File: src/rtl/rueckschreib_puffer_pkg.sv
// Shared widths and types for the writeback stage in front of the 64x32 register file.
// Rev 1.0
`default_nettype none

package rueckschreib_puffer_pkg;

  localparam int REG_ANZAHL     = 64;
  localparam int REG_ADR_BREITE = $clog2(REG_ANZAHL);
  localparam int DATEN_BREITE   = 32;

  typedef struct packed {
    logic [REG_ADR_BREITE-1:0] adr;
    logic [DATEN_BREITE-1:0]   daten;
  } eintrag_t;

  typedef enum logic [1:0] {
    QUELLE_KEINE = 2'd0,
    QUELLE_ALU   = 2'd1,
    QUELLE_FIFO  = 2'd2
  } quelle_t;

  // Register 0 is hardwired; writes to it are dropped at the inputs.
  function automatic logic ist_null(input logic [REG_ADR_BREITE-1:0] adr);
    return adr == '0;
  endfunction

endpackage

`default_nettype wire

File: src/rtl/rueckschreib_fifo.sv
// Synchronous load-result FIFO with occupancy count and two parallel register-match ports.
// Rev 1.0
`default_nettype none

module rueckschreib_fifo
  import rueckschreib_puffer_pkg::*;
#(
  parameter int TIEFE = 4
) (
  input  logic                      Clock,
  input  logic                      Reset,
  input  logic                      push,
  input  eintrag_t                  push_eintrag,
  input  logic                      pop,
  output eintrag_t                  kopf,
  output logic [$clog2(TIEFE):0]    anzahl,
  input  logic [REG_ADR_BREITE-1:0] such_adr1,
  input  logic [REG_ADR_BREITE-1:0] such_adr2,
  output logic                      treffer1,
  output logic                      treffer2
);

  localparam int ZW = $clog2(TIEFE);

  eintrag_t          speicher [TIEFE];
  logic [ZW-1:0]     lese_zgr;
  logic [ZW-1:0]     schreib_zgr;
  logic [ZW:0]       anzahl_r;
  logic [TIEFE-1:0]  gueltig;
  logic [TIEFE-1:0]  t1;
  logic [TIEFE-1:0]  t2;

  always_ff @(posedge Clock) begin
    if (Reset) begin
      lese_zgr    <= '0;
      schreib_zgr <= '0;
      anzahl_r    <= '0;
    end else begin
      if (push) schreib_zgr <= schreib_zgr + 1'b1;
      if (pop)  lese_zgr    <= lese_zgr + 1'b1;
      case ({push, pop})
        2'b10:   anzahl_r <= anzahl_r + 1'b1;
        2'b01:   anzahl_r <= anzahl_r - 1'b1;
        default: anzahl_r <= anzahl_r;
      endcase
    end
  end

  // Payload needs no reset: stale slots are masked by the occupancy window below.
  always_ff @(posedge Clock) begin
    if (push) speicher[schreib_zgr] <= push_eintrag;
  end

  for (genvar i = 0; i < TIEFE; i++) begin : g_eintrag
    logic [ZW-1:0] abstand;
    assign abstand    = ZW'(i) - lese_zgr;
    assign gueltig[i] = {1'b0, abstand} < anzahl_r;
    assign t1[i]      = gueltig[i] && (speicher[i].adr == such_adr1);
    assign t2[i]      = gueltig[i] && (speicher[i].adr == such_adr2);
  end

  assign treffer1 = |t1;
  assign treffer2 = |t2;
  assign kopf     = speicher[lese_zgr];
  assign anzahl   = anzahl_r;

endmodule

`default_nettype wire

File: src/rtl/rueckschreib_puffer.sv
// Writeback arbiter: merges ALU and buffered load results onto the single register-file write port.
// Rev 1.0
`default_nettype none

module rueckschreib_puffer
  import rueckschreib_puffer_pkg::*;
#(
  parameter int TIEFE      = 4,
  parameter int MAX_WARTEN = 4
) (
  input  logic                      Clock,
  input  logic                      Reset,
  input  logic                      AluGueltig,
  input  logic [REG_ADR_BREITE-1:0] AluRegister,
  input  logic [DATEN_BREITE-1:0]   AluDaten,
  output logic                      AluBereit,
  input  logic                      LadeGueltig,
  input  logic [REG_ADR_BREITE-1:0] LadeRegister,
  input  logic [DATEN_BREITE-1:0]   LadeDaten,
  output logic                      LadeBereit,
  input  logic [REG_ADR_BREITE-1:0] QuellRegister1,
  input  logic [REG_ADR_BREITE-1:0] QuellRegister2,
  output logic                      Wartend1,
  output logic                      Wartend2,
  output logic [REG_ADR_BREITE-1:0] ZielRegister,
  output logic [DATEN_BREITE-1:0]   ZielDaten,
  output logic                      Schreibsignal,
  output logic                      Leer
);

  localparam int ZW = $clog2(TIEFE);
  localparam int WW = $clog2(MAX_WARTEN + 1);
  localparam logic [ZW:0] VOLL = (ZW + 1)'(TIEFE);

  eintrag_t       kopf;
  logic [ZW:0]    anzahl;
  logic           fifo_leer;
  logic           treffer1;
  logic           treffer2;
  logic           push;
  logic           pop;
  logic           zwang;
  logic           alu_gueltig;
  quelle_t        quelle;
  logic [WW-1:0]  warte;
  logic [WW-1:0]  warte_naechst;

  rueckschreib_fifo #(.TIEFE(TIEFE)) u_fifo (
    .Clock        (Clock),
    .Reset        (Reset),
    .push         (push),
    .push_eintrag ('{adr: LadeRegister, daten: LadeDaten}),
    .pop          (pop),
    .kopf         (kopf),
    .anzahl       (anzahl),
    .such_adr1    (QuellRegister1),
    .such_adr2    (QuellRegister2),
    .treffer1     (treffer1),
    .treffer2     (treffer2)
  );

  assign fifo_leer   = (anzahl == '0);
  assign zwang       = (warte == WW'(MAX_WARTEN));
  assign alu_gueltig = AluGueltig && !ist_null(AluRegister);
  assign AluBereit   = !zwang;
  // No full-bypass: a same-cycle pop does not free a slot for the incoming load.
  assign LadeBereit  = !Reset && (anzahl < VOLL);
  assign push        = LadeGueltig && LadeBereit && !ist_null(LadeRegister);

  always_comb begin
    quelle = QUELLE_KEINE;
    if (zwang)
      quelle = QUELLE_FIFO;
    else if (alu_gueltig)
      quelle = QUELLE_ALU;
    else if (!fifo_leer)
      quelle = QUELLE_FIFO;
  end

  assign pop           = (quelle == QUELLE_FIFO);
  assign warte_naechst = (pop || fifo_leer) ? '0 : warte + 1'b1;

  always_ff @(posedge Clock) begin
    if (Reset) begin
      Schreibsignal <= 1'b0;
      ZielRegister  <= '0;
      ZielDaten     <= '0;
      warte         <= '0;
    end else begin
      warte <= warte_naechst;
      case (quelle)
        QUELLE_ALU: begin
          Schreibsignal <= 1'b1;
          ZielRegister  <= AluRegister;
          ZielDaten     <= AluDaten;
        end
        QUELLE_FIFO: begin
          Schreibsignal <= 1'b1;
          ZielRegister  <= kopf.adr;
          ZielDaten     <= kopf.daten;
        end
        default: Schreibsignal <= 1'b0;
      endcase
    end
  end

  // Same-cycle inputs are deliberately excluded so the flags stay off the input timing path.
  assign Wartend1 = !ist_null(QuellRegister1) &&
                    (treffer1 || (Schreibsignal && ZielRegister == QuellRegister1));
  assign Wartend2 = !ist_null(QuellRegister2) &&
                    (treffer2 || (Schreibsignal && ZielRegister == QuellRegister2));
  assign Leer     = fifo_leer && !Schreibsignal;

endmodule

`default_nettype wire
File: config.mk
export PLATFORM = sky130hd
export DESIGN_NAME = rueckschreib_puffer
export DESIGN_NICKNAME = d
export VERILOG_FILES = /design/src/rtl/rueckschreib_puffer_pkg.sv /design/src/rtl/rueckschreib_fifo.sv /design/src/rtl/rueckschreib_puffer.sv
export SDC_FILE = /design/constraint.sdc
export NUM_CORES = 1
export LEC_CHECK = 0
export CORE_UTILIZATION = 43
export CTS_BUF_LIST = sky130_fd_sc_hd__clkbuf_2
export DETAILED_ROUTE_END_ITERATION = 12
export GPL_ROUTABILITY_DRIVEN = 0
export PLACE_DENSITY = 0.67
export SLEW_MARGIN = 5
export SYNTH_ARGS = -nofsm -noshare
export SYNTH_HDL_FRONTEND = slang
export SYNTH_SLANG_ARGS = --single-unit
File: constraint.sdc
create_clock -name Clock -period 3.94 [get_ports Clock]
set_input_delay 0.985 -clock Clock [delete_from_list [all_inputs] [get_ports Clock]]
set_output_delay 0.985 -clock Clock [all_outputs]
set_load 0.01 [all_outputs]
Word-level counts from Yosys, hierarchy flattened --
Memory sizes are Yosys's and may differ from the RTL's. A register that Yosys moved wholly into a read port is not among the register bits. Cells that the tools add are included.
Word-level totals: input port bits 92, memories 1, bits in registers 49, output and inout bits 44, memory bits (writable) 152, word-level logic and storage cells 86
Cells by class: equality and inequality tests 15, reduce and logical (&&, ||, !) cells 38, magnitude comparators 5, add/subtract/negate cells 9, multiplexer cells 11
Memory list:
- u_fifo.speicher | depth 4, bits a word 38, rd ports 5, clocked after memory_dff 1, wr ports 1, RTL line rueckschreib_fifo.sv:25 | eintrag_t speicher [TIEFE];
Operator list (count):
- case mux 32 bit (2 select lines) | 1
- == test 6 bit | 10
- logical NOT 6 bit | 4
- logical AND 1 bit | 17
- less-than comparator 2 x 3 -> 1 bit | 4
- case mux 6 bit (2 select lines) | 1
- 2-to-1 mux 2 bit | 5
- OR reduction 4 bit | 2
- logical NOT 1 bit | 7
- adder 3 x 1 -> 3 bit, second input constant | 2
- case mux 3 bit (2 select lines) | 1
- adder 2 x 1 -> 2 bit, second input constant | 2
- == test 2 x 1 -> 1 bit, second input constant | 2
- == test 2 bit, second input constant | 2
- nonzero test 2 bit | 2
- OR reduction 2 bit | 2
- subtractor 1 x 2 -> 2 bit, first input constant | 2
- subtractor 2 bit, first input constant | 2
- == test 3 bit, second input constant | 1
- logical NOT 3 bit | 1
- logical OR 1 bit | 3
- less-than comparator 3 bit, second input constant | 1
- 2-to-1 mux 1 bit | 3
- subtractor 3 x 1 -> 3 bit, second input constant | 1

Logic depth before layout (Yosys ltp) --
Gate-level depths: netlist of the first run.
word-level depth 8, mapped depth 12, depth with buffers taken out 12

Cells and area by module --
Synthesis of the first run repeated with hierarchy kept, for this count alone.
Second synthesis, totals: cell total of the unflattened synthesis 585, area, all modules 8702.1 µm²
Modules (own cells, without submodules):
- rueckschreib_fifo | times used 1, sequential area each 4744.6 µm², cells an instance 328, area each 6585.1 µm²
- rueckschreib_puffer | times used 1, sequential area each 840.8 µm², cells an instance 257, area each 2117.0 µm²

Least setup slack after synthesis of the first run --
Ideal clock, no wire load.
path kind input port to flip-flop, from input port AluRegister[5], to register u_fifo.anzahl_r[2] (netlist: u_fifo.anzahl[2]), stages on the path 10, path slack 590 ps, library setup time 71 ps, arrival time 3279 ps, path buffers 0, required time 3869 ps, path through or4_1 > o311ai_1 > a21boi_1 > ha_1 > ha_1 > inv_1 > fa_1 > xor2_1 > or3_1 > a21oi_1
Between the ends: longest elaborated chain between the ends 8, elaborated cells on any way between the ends 10, those cells by class eq/ne (3); mux (3); reduce/logical (4)
RTL lines:
- from (decl) | RTL line rueckschreib_puffer.sv:14 | input logic [REG_ADR_BREITE-1:0] AluRegister,
- logical NOT 6 bit (*) | RTL line rueckschreib_puffer_pkg.sv:24 | return adr == '0;
- logical NOT 1 bit (*) | RTL line rueckschreib_puffer.sv:64 | assign alu_gueltig = AluGueltig && !ist_null(AluRegister);
- logical AND 1 bit (*) | RTL line rueckschreib_puffer.sv:64
- 2-to-1 mux 2 bit (*) | RTL line rueckschreib_puffer.sv:74 | else if (alu_gueltig)
- 2-to-1 mux 2 bit (*) | RTL line rueckschreib_puffer.sv:72 | if (zwang)
- == test 2 bit (*) | RTL line rueckschreib_puffer.sv:80 | assign pop = (quelle == QUELLE_FIFO);
- == test 2 x 1 -> 1 bit or == test 2 bit (tied branches) | RTL line rueckschreib_fifo.sv:41 | case ({push, pop})
- case mux 3 bit (2 select lines) or nonzero test 2 bit (tied branches)
- to (signal assigned) | RTL line rueckschreib_fifo.sv:42 | 2'b10: anzahl_r <= anzahl_r + 1'b1;
- to (signal assigned) | RTL line rueckschreib_fifo.sv:43 | 2'b01: anzahl_r <= anzahl_r - 1'b1;
- to (signal assigned) | RTL line rueckschreib_fifo.sv:44 | default: anzahl_r <= anzahl_r;
- to (decl) | RTL line rueckschreib_fifo.sv:28 | logic [ZW:0] anzahl_r;
Mark *: on every way between the ends. The rest lies on a longest branch, timed or not. A chain may end at the register's enable or synchronous reset.

Final worst setup path of the first run --
from input port QuellRegister2[0], to output port Wartend2
Between the ends: longest elaborated chain between the ends 5, elaborated cells on any way between the ends 15, those cells by class eq/ne (5); reduce/logical (10)
RTL lines:
- from (decl) | RTL line rueckschreib_puffer.sv:22 | input logic [REG_ADR_BREITE-1:0] QuellRegister2,
- == test 6 bit | RTL line rueckschreib_fifo.sv:59 | assign t2[i] = gueltig[i] && (speicher[i].adr == such_adr2);
- logical AND 1 bit | RTL line rueckschreib_fifo.sv:59
- OR reduction 4 bit | RTL line rueckschreib_fifo.sv:63 | assign treffer2 = |t2;
- logical OR 1 bit | RTL line rueckschreib_puffer.sv:111 | (treffer2 || (Schreibsignal && ZielRegister == QuellRegister2));
- logical AND 1 bit (*) | RTL line rueckschreib_puffer.sv:110 | assign Wartend2 = !ist_null(QuellRegister2) &&
- to (decl) | RTL line rueckschreib_puffer.sv:24 | output logic Wartend2,
Marks and branches as above.

==> run_results.csv, run 1 <==
group,metric,value,unit
setup_path,cp_max_fo,4,
setup_path,slowest_delay,510,ps
placed_design,dp_hpwl,12900,um
finish,layout_commonest_cell,"edfxtp_1",
floorplanning,start_util,44.3,%
floorplanning,dieWidth,144,um
pwr,ir_drop,299,uV
setup_path,path_class,"primary input to primary output",
min_path,hp-class,"flip-flop to flip-flop",
clock_tree,hold_buffers,0,
drt,antenna_left,0,
clock_tree,cts_root_buffer,"clkbuf_2",
synthesis,synth_top_area_share,52.4,%
finish,drive_gt1_share,19.0,%
setup_path,setup.worst_path.start_class,"primary input",
setup_path,critPathCaptureType,"primary output",
run_status,status,"finished clean",
timing,tightest_slew,1090,ps
placed_design,io_buffers,135,
floorplanning,die-area,0.0208,mm2
grt,grt_max_degree,55,
finish,area_growth_syn_to_layout,25.6,%
synthesis,ys_seq_elements,203,
floorplanning,placementRows,51,
pwr,power,0.00455,W
timing,hold_viol_final,0,
synthesis,yosysUniqueCellTypes,35,
timing,max_freq,264,MHz
timing,setup_viol_count_final,0,
timing,rsz0062_at_grt,"false",
floorplanning,boundaryPins,136,
placed_design,placed_cell_area,0.0105,mm2
clock_tree,cts_buffer_depth,3,
finish,most-common-layout-cells,"edfxtp_1, clkdlybuf4s50_1, nor2_1",
flow_run,drv_cap,0,
grt,overflow,0,
synthesis,seq_area_frac_synth,64.2,%
drt,drc,0,
drt,drt_pre_antenna_iters,4,
drt,num_vias,5508,
timing,finalClockSkew,20.9,ps
floorplanning,coreArea,0.0197,mm2
setup_path,path_cells,"clkdlybuf4s50_1 > xor2_1 > nor4_1 > nand3_1 > o22a_1 > a31oi_1 > dlygate4sd2_1",
clock_tree,cts_tree,"yes",
synthesis,syn_nets,699,
clock_tree,cts.sinks,203,
setup_path,cp.required,2950,ps
finish,postLayoutCellArea,0.0109,mm2
clock_tree,cts_resized,5,
grt,grt_pass1_wl,30200,um
timing,fin_crit_sh,96.3,%
clock_tree,insertion_delay,740,ps
timing,min_period,3790,ps
synthesis,synth_area,0.00871,mm2
drt,dr.first_iter.drc_count,239,
clock_tree,cts_buffers,50,
clock_tree,clk_pin_slew,90,ps
synthesis,yosysWarnings,0,
floorplanning,die_y,144,um
grt,grt_pass1_vias,5960,
synthesis,synthCells,594,
drt,drt-vias-per-instance,5.10,
finish,num-fill-cells,1626,
synthesis,postSynthAreaPerCell,14.7,um2
finish,finalNonFillerCells,1080,
grt,track_usage,19.2,%
drt,wl,19200,um
placed_design,dpl.cell_count,986,
clock_tree,post_cts_buffers,0,
drt,wl_per_cell,17.7,um
grt,antenna_found_initial,1,
pwr,p_leak,3.73,nW
clock_tree,htree_levels,2,
setup_path,worst_path_max_delay_cell,"clkdlybuf4s50_1",
timing,slew_headroom,27.6,%
synthesis,yosysTopAreaCell,"edfxtp_1",
synthesis,synth_area_leaders,"edfxtp_1, dfxtp_1, mux4_2",
finish,nets,878,
setup_path,critPathArrivalTime,2810,ps
pwr,power.density,417,mW/mm2
timing,finalMaxSlewViolations,0,
## final cells by class
class	instances	area (um2)	area share [%]
sequential	203	5590	51.1
multi-input combinational	341	2890	26.5
timing repair buffer	166	1630	14.9
clock buffer	67	335	3.07
tap	265	332	3.03
clock inverter	26	105	0.962
inverter	11	41.3	0.378
antenna	1	2.50	0.0229
## sequential cells by signal (all words and copies together), names as in the netlist, named ones only
| register | flops |
|---|---|
| u_fifo.lese_zgr | 2 |
| ZielRegister | 6 |
| ZielDaten | 32 |
| u_fifo.schreib_zgr | 2 |
| Schreibsignal | 1 |
| u_fifo.anzahl | 3 |
| warte | 3 |
| u_fifo.speicher | 152 |
## critical path, delay by kind of cell
family                    cells  cell delay (ps)
AOI/OAI and AO/OA             2              410
xor gates and xnor gates      1              180
and+or+nand+nor               2              430
buffers and inverters         2              800
## power by group
group	internal, W	switching, W
combinational	0.000414	0.000368
clock	0.000473	0.000816
sequential	0.00241	0.0000771
## synthesized netlist by cell type
| library cell | count |
|---|---|
| ha_1 | 12 |
| o22a_1 | 2 |
| xor2_1 | 40 |
| or2_2 | 1 |
| dfxtp_1 | 51 |
| xnor2_1 | 27 |
| nor4_1 | 11 |
| nor2_1 | 90 |
| buf_2 | 11 |
| edfxtp_1 | 152 |
| buf_6 | 1 |
| o21ba_2 | 2 |
| a21oi_1 | 44 |
| mux2i_1 | 38 |
| or3_1 | 2 |
| o21ai_0 | 1 |
| nand3_1 | 4 |
| a21boi_1 | 1 |
| or4_1 | 4 |
| nand4_1 | 5 |
| clkbuf_1 | 24 |
| o311ai_1 | 1 |
| nand2_1 | 3 |
| buf_12 | 2 |
| fa_1 | 1 |
| nor3_1 | 4 |
| buf_1 | 1 |
| o311a_1 | 1 |
| and2_1 | 4 |
| o31ai_1 | 1 |
| a21boi_0 | 1 |
| nand2b_1 | 1 |
| a31oi_1 | 2 |
| mux4_2 | 38 |
| inv_1 | 11 |
## through the flow
stage	setup TNS (ps)	setup WS [ps]	utilization, %	hold slack [ps]
after floorplan	0	590	-	417
after detailed placement	-632	-194	53.4	442
final	0	147	55.6	451
after CTS	0	25.2	55.6	456
after global placement	-200	-88.7	53.4	427
after global routing	0	1.70	55.6	512
## logic make-up after synthesis
kind of cell | count (synthesis) | share of synthesized area, %
XOR/XNOR | 67 | 6.74
AO/OA/AOI/OAI | 56 | 3.64
adder cells (fa/ha/maj) | 13 | 1.95
AND/OR/NAND/NOR | 129 | 6.54
multiplexers | 76 | 14.2
flip-flops | 203 | 64.2
buffers and inverters | 50 | 2.77
## metal layers
metal  vias up  GRT usage [%]  part of all wire (%)  wire length [um]
met5         -              0                     0                 0
met4         0           7.59                   2.3               442
met3        31           5.79                   7.2              1380
met2       183           32.9                    49              9470
met1      2708           22.7                    41              7860
li1       2586              -                     -                 -
## path summary, 6_finish.rpt
kind | start | end | slack (ps) | depth (start not counted)
setup / recovery | QuellRegister2[0] | Wartend2 | 150 | 7
hold / removal | warte[0] | warte[0] | 450 | 1
setup reg to reg | warte[0] | u_fifo.anzahl[2] | 1270 | 13
hold reg to reg | warte[0] | warte[0] | 450 | 1
No activity file was read; power rests on OpenSTA's default activity.
==> run 2, diff against run 1 <==
--- a/config.mk
+++ b/config.mk
@@ -5,6 +5,8 @@
 export SDC_FILE = /design/constraint.sdc
 export NUM_CORES = 1
 export LEC_CHECK = 0
+export CAP_MARGIN = 20
+export CORE_MARGIN = 2
 export CORE_UTILIZATION = 43
 export CTS_BUF_LIST = sky130_fd_sc_hd__clkbuf_2
 export DETAILED_ROUTE_END_ITERATION = 12
==> run_results.csv, run 2 (same netlist as run 1, synthesis figures left out) <==
group,metric,value,unit
clock_tree,cts_root_buffer,"clkbuf_2",
clock_tree,cts.sinks,203,
pwr,sequentialPowerShare,54.7,%
drt,wl_met1,8090,um
clock_tree,clk_pin_slew,100,ps
drt,wl_met2,10100,um
grt,grt_max_degree,49,
placed_design,dpl.cell_count,990,
setup_path,path_cells,"clkdlybuf4s50_1 > xor2_1 > nor4_1 > nand3_1 > o22a_1 > a31oi_1 > dlygate4sd2_1",
pwr,p_switching,0.00126,W
flow_run,drv_cap,0,
pwr,clkPwrFrac,28.3,%
timing,max_freq,263,MHz
pwr,power.share.switching,27.5,%
timing,fin_crit_sh,96.6,%
finish,finalNonFillerCells,1085,
drt,drt-vias-per-instance,5.10,
finish,layout_commonest_cell,"edfxtp_1",
timing,slew_headroom,27.1,%
finish,num-fill-cells,1721,
grt,grt_pass1_vias,6008,
min_path,hp-class,"flip-flop to flip-flop",
pwr,power.internal,0.00332,W
drt,num_vias,5532,
drt,drt_pre_antenna_iters,4,
drt,wl,19900,um
setup_path,cp_num_cells,7,
timing,rsz0062_at_grt,"false",
grt,overflow,0,
timing,setup_viol_count_final,0,
finish,top_register,"u_fifo.speicher",
drt,top_layer,"met4",
pwr,p_leak,3.76,nW
timing,finalClockSkew,48.3,ps
clock_tree,cts_buffer_depth,3,
setup_path,rr_worst_depth,12,
clock_tree,insertion_delay,720,ps
floorplanning,start_util,43.4,%
setup_path,path_class,"primary input to primary output",
pwr,ir_drop,213,uV
timing,hold_viol_final,0,
grt,antenna_found_initial,0,
drt,route.met3.wl,1270,um
finish,drive_gt1_share,19.4,%
clock_tree,cts_buffers,50,
finish,largest_register_ffs,152,
setup_path,critPathCaptureType,"primary output",
drt,drc,0,
floorplanning,die_y,146,um
timing,min_period,3810,ps
setup_path,critPathArrivalTime,2820,ps
setup_path,endpoint,"Wartend1",
timing,setup_tns,0,ps
finish,fin_util,54.7,%
pwr,power,0.00457,W
floorplanning,coreArea,0.0200,mm2
setup_path,r2r_slack,1420,ps
drt,wl_per_cell,18.3,um
timing,finalMaxSlewViolations,0,
timing,whs,460,ps
setup_path,cp.required,2950,ps
placed_design,io_buffers,135,
placed_design,dp_hpwl,13200,um
run_status,status,"finished clean",
pwr,power.density,417,mW/mm2
floorplanning,boundaryPins,136,
finish,area_growth_syn_to_layout,26.0,%
pwr,p_comb_share,17.1,%
setup_path,cp_max_fo,4,
timing,tightest_slew,1090,ps
floorplanning,dieWidth,146,um
clock_tree,htree_levels,2,
grt,grt_pass1_wl,31100,um
drt,dr.first_iter.drc_count,252,
finish,nets,878,
setup_path,worst_path_max_delay_cell,"clkdlybuf4s50_1",
setup_path,slowest_delay,510,ps
finish,diodes,0,
finish,most-common-layout-cells,"edfxtp_1, clkdlybuf4s50_1, nor2_1",
setup_path,setup.worst_path.start_class,"primary input",
clock_tree,hold_buffers,0,
setup_path,crit_path_start,"QuellRegister1[5]",
setup_path,crit_family,"buffers and inverters",
finish,reg_top3,"u_fifo.speicher (152), ZielDaten (32), ZielRegister (6)",
clock_tree,cts_tree,"yes",
grt,track_usage,18.7,%
floorplanning,die-area,0.0214,mm2
setup_path,cp_num_buf_inv,2,
drt,antenna_left,0,
floorplanning,placementRows,52,
setup_path,rr_endpoint,"u_fifo.anzahl[2]",
setup_path,r2r_start,"warte[0]",
## run 2: worst min path at each step
stage | start | end | slack [ps] | depth (start not counted)
CTS | warte[0] | warte[0] | 460 | 1
global placement | warte[0] | warte[0] | 430 | 1
finish | warte[0] | warte[0] | 460 | 1
global route | warte[0] | warte[0] | 470 | 1
floorplan | warte[0] | warte[0] | 420 | 1
detailed placement | warte[0] | warte[0] | 440 | 1
## run 2: power groups by stage
stage / Clock [W] / Combinational [W] / Sequential [W]
2_1_floorplan: 0 / 0.000431 / 0.00253
3_3_place_gp: 0 / 0.000762 / 0.00254
3_5_place_dp: 0 / 0.000781 / 0.00255
4_1_cts: 0.00135 / 0.000786 / 0.00250
5_1_grt: 0.00145 / 0.000850 / 0.00252
6_report: 0.00129 / 0.000781 / 0.00250
## run 2: timing repair
item | CTS | global route
gates resized for setup | 6 | 1
gates cloned | 0 | 0
endpoints found under the hold margin | 0 | 0
setup endpoints to repair | 2 | 1
setup buffers | 0 | 0
## run 2: cell type report
cell class | count | area [um2] | area share [%]
Tap cell | 270 | 338 | 3.08
Clock buffer | 72 | 360 | 3.29
Sequential cell | 203 | 5590 | 51.0
Multi-Input combinational cell | 341 | 2890 | 26.4
Clock inverter | 22 | 87.6 | 0.799
Timing Repair Buffer | 166 | 1660 | 15.1
Inverter | 11 | 41.3 | 0.377
## run 2: metrics by stage
stage,cell area [um2],setup WS [ps]
after floorplan,8710,590
after global placement,10500,-58.9
after detailed placement,10500,-114
after CTS,10900,55.5
after global routing,11000,23.3
final,11000,133
## run 2: metal layers
layer	up-vias	global-route usage [%]
li1	2598	-
met1	2722	21.5
met2	177	33.2
met3	35	5.28
met4	0	7.04
met5	-	0
## run 2: worst register-to-register path: cells and delay by family, from the launching register on
family          cells  cell delay, ps
compound gates      3             530
xor+xnor            1             160
fa+ha+maj           4             900
buf+inv             2             130
flops               1             340
simple gates        2             400
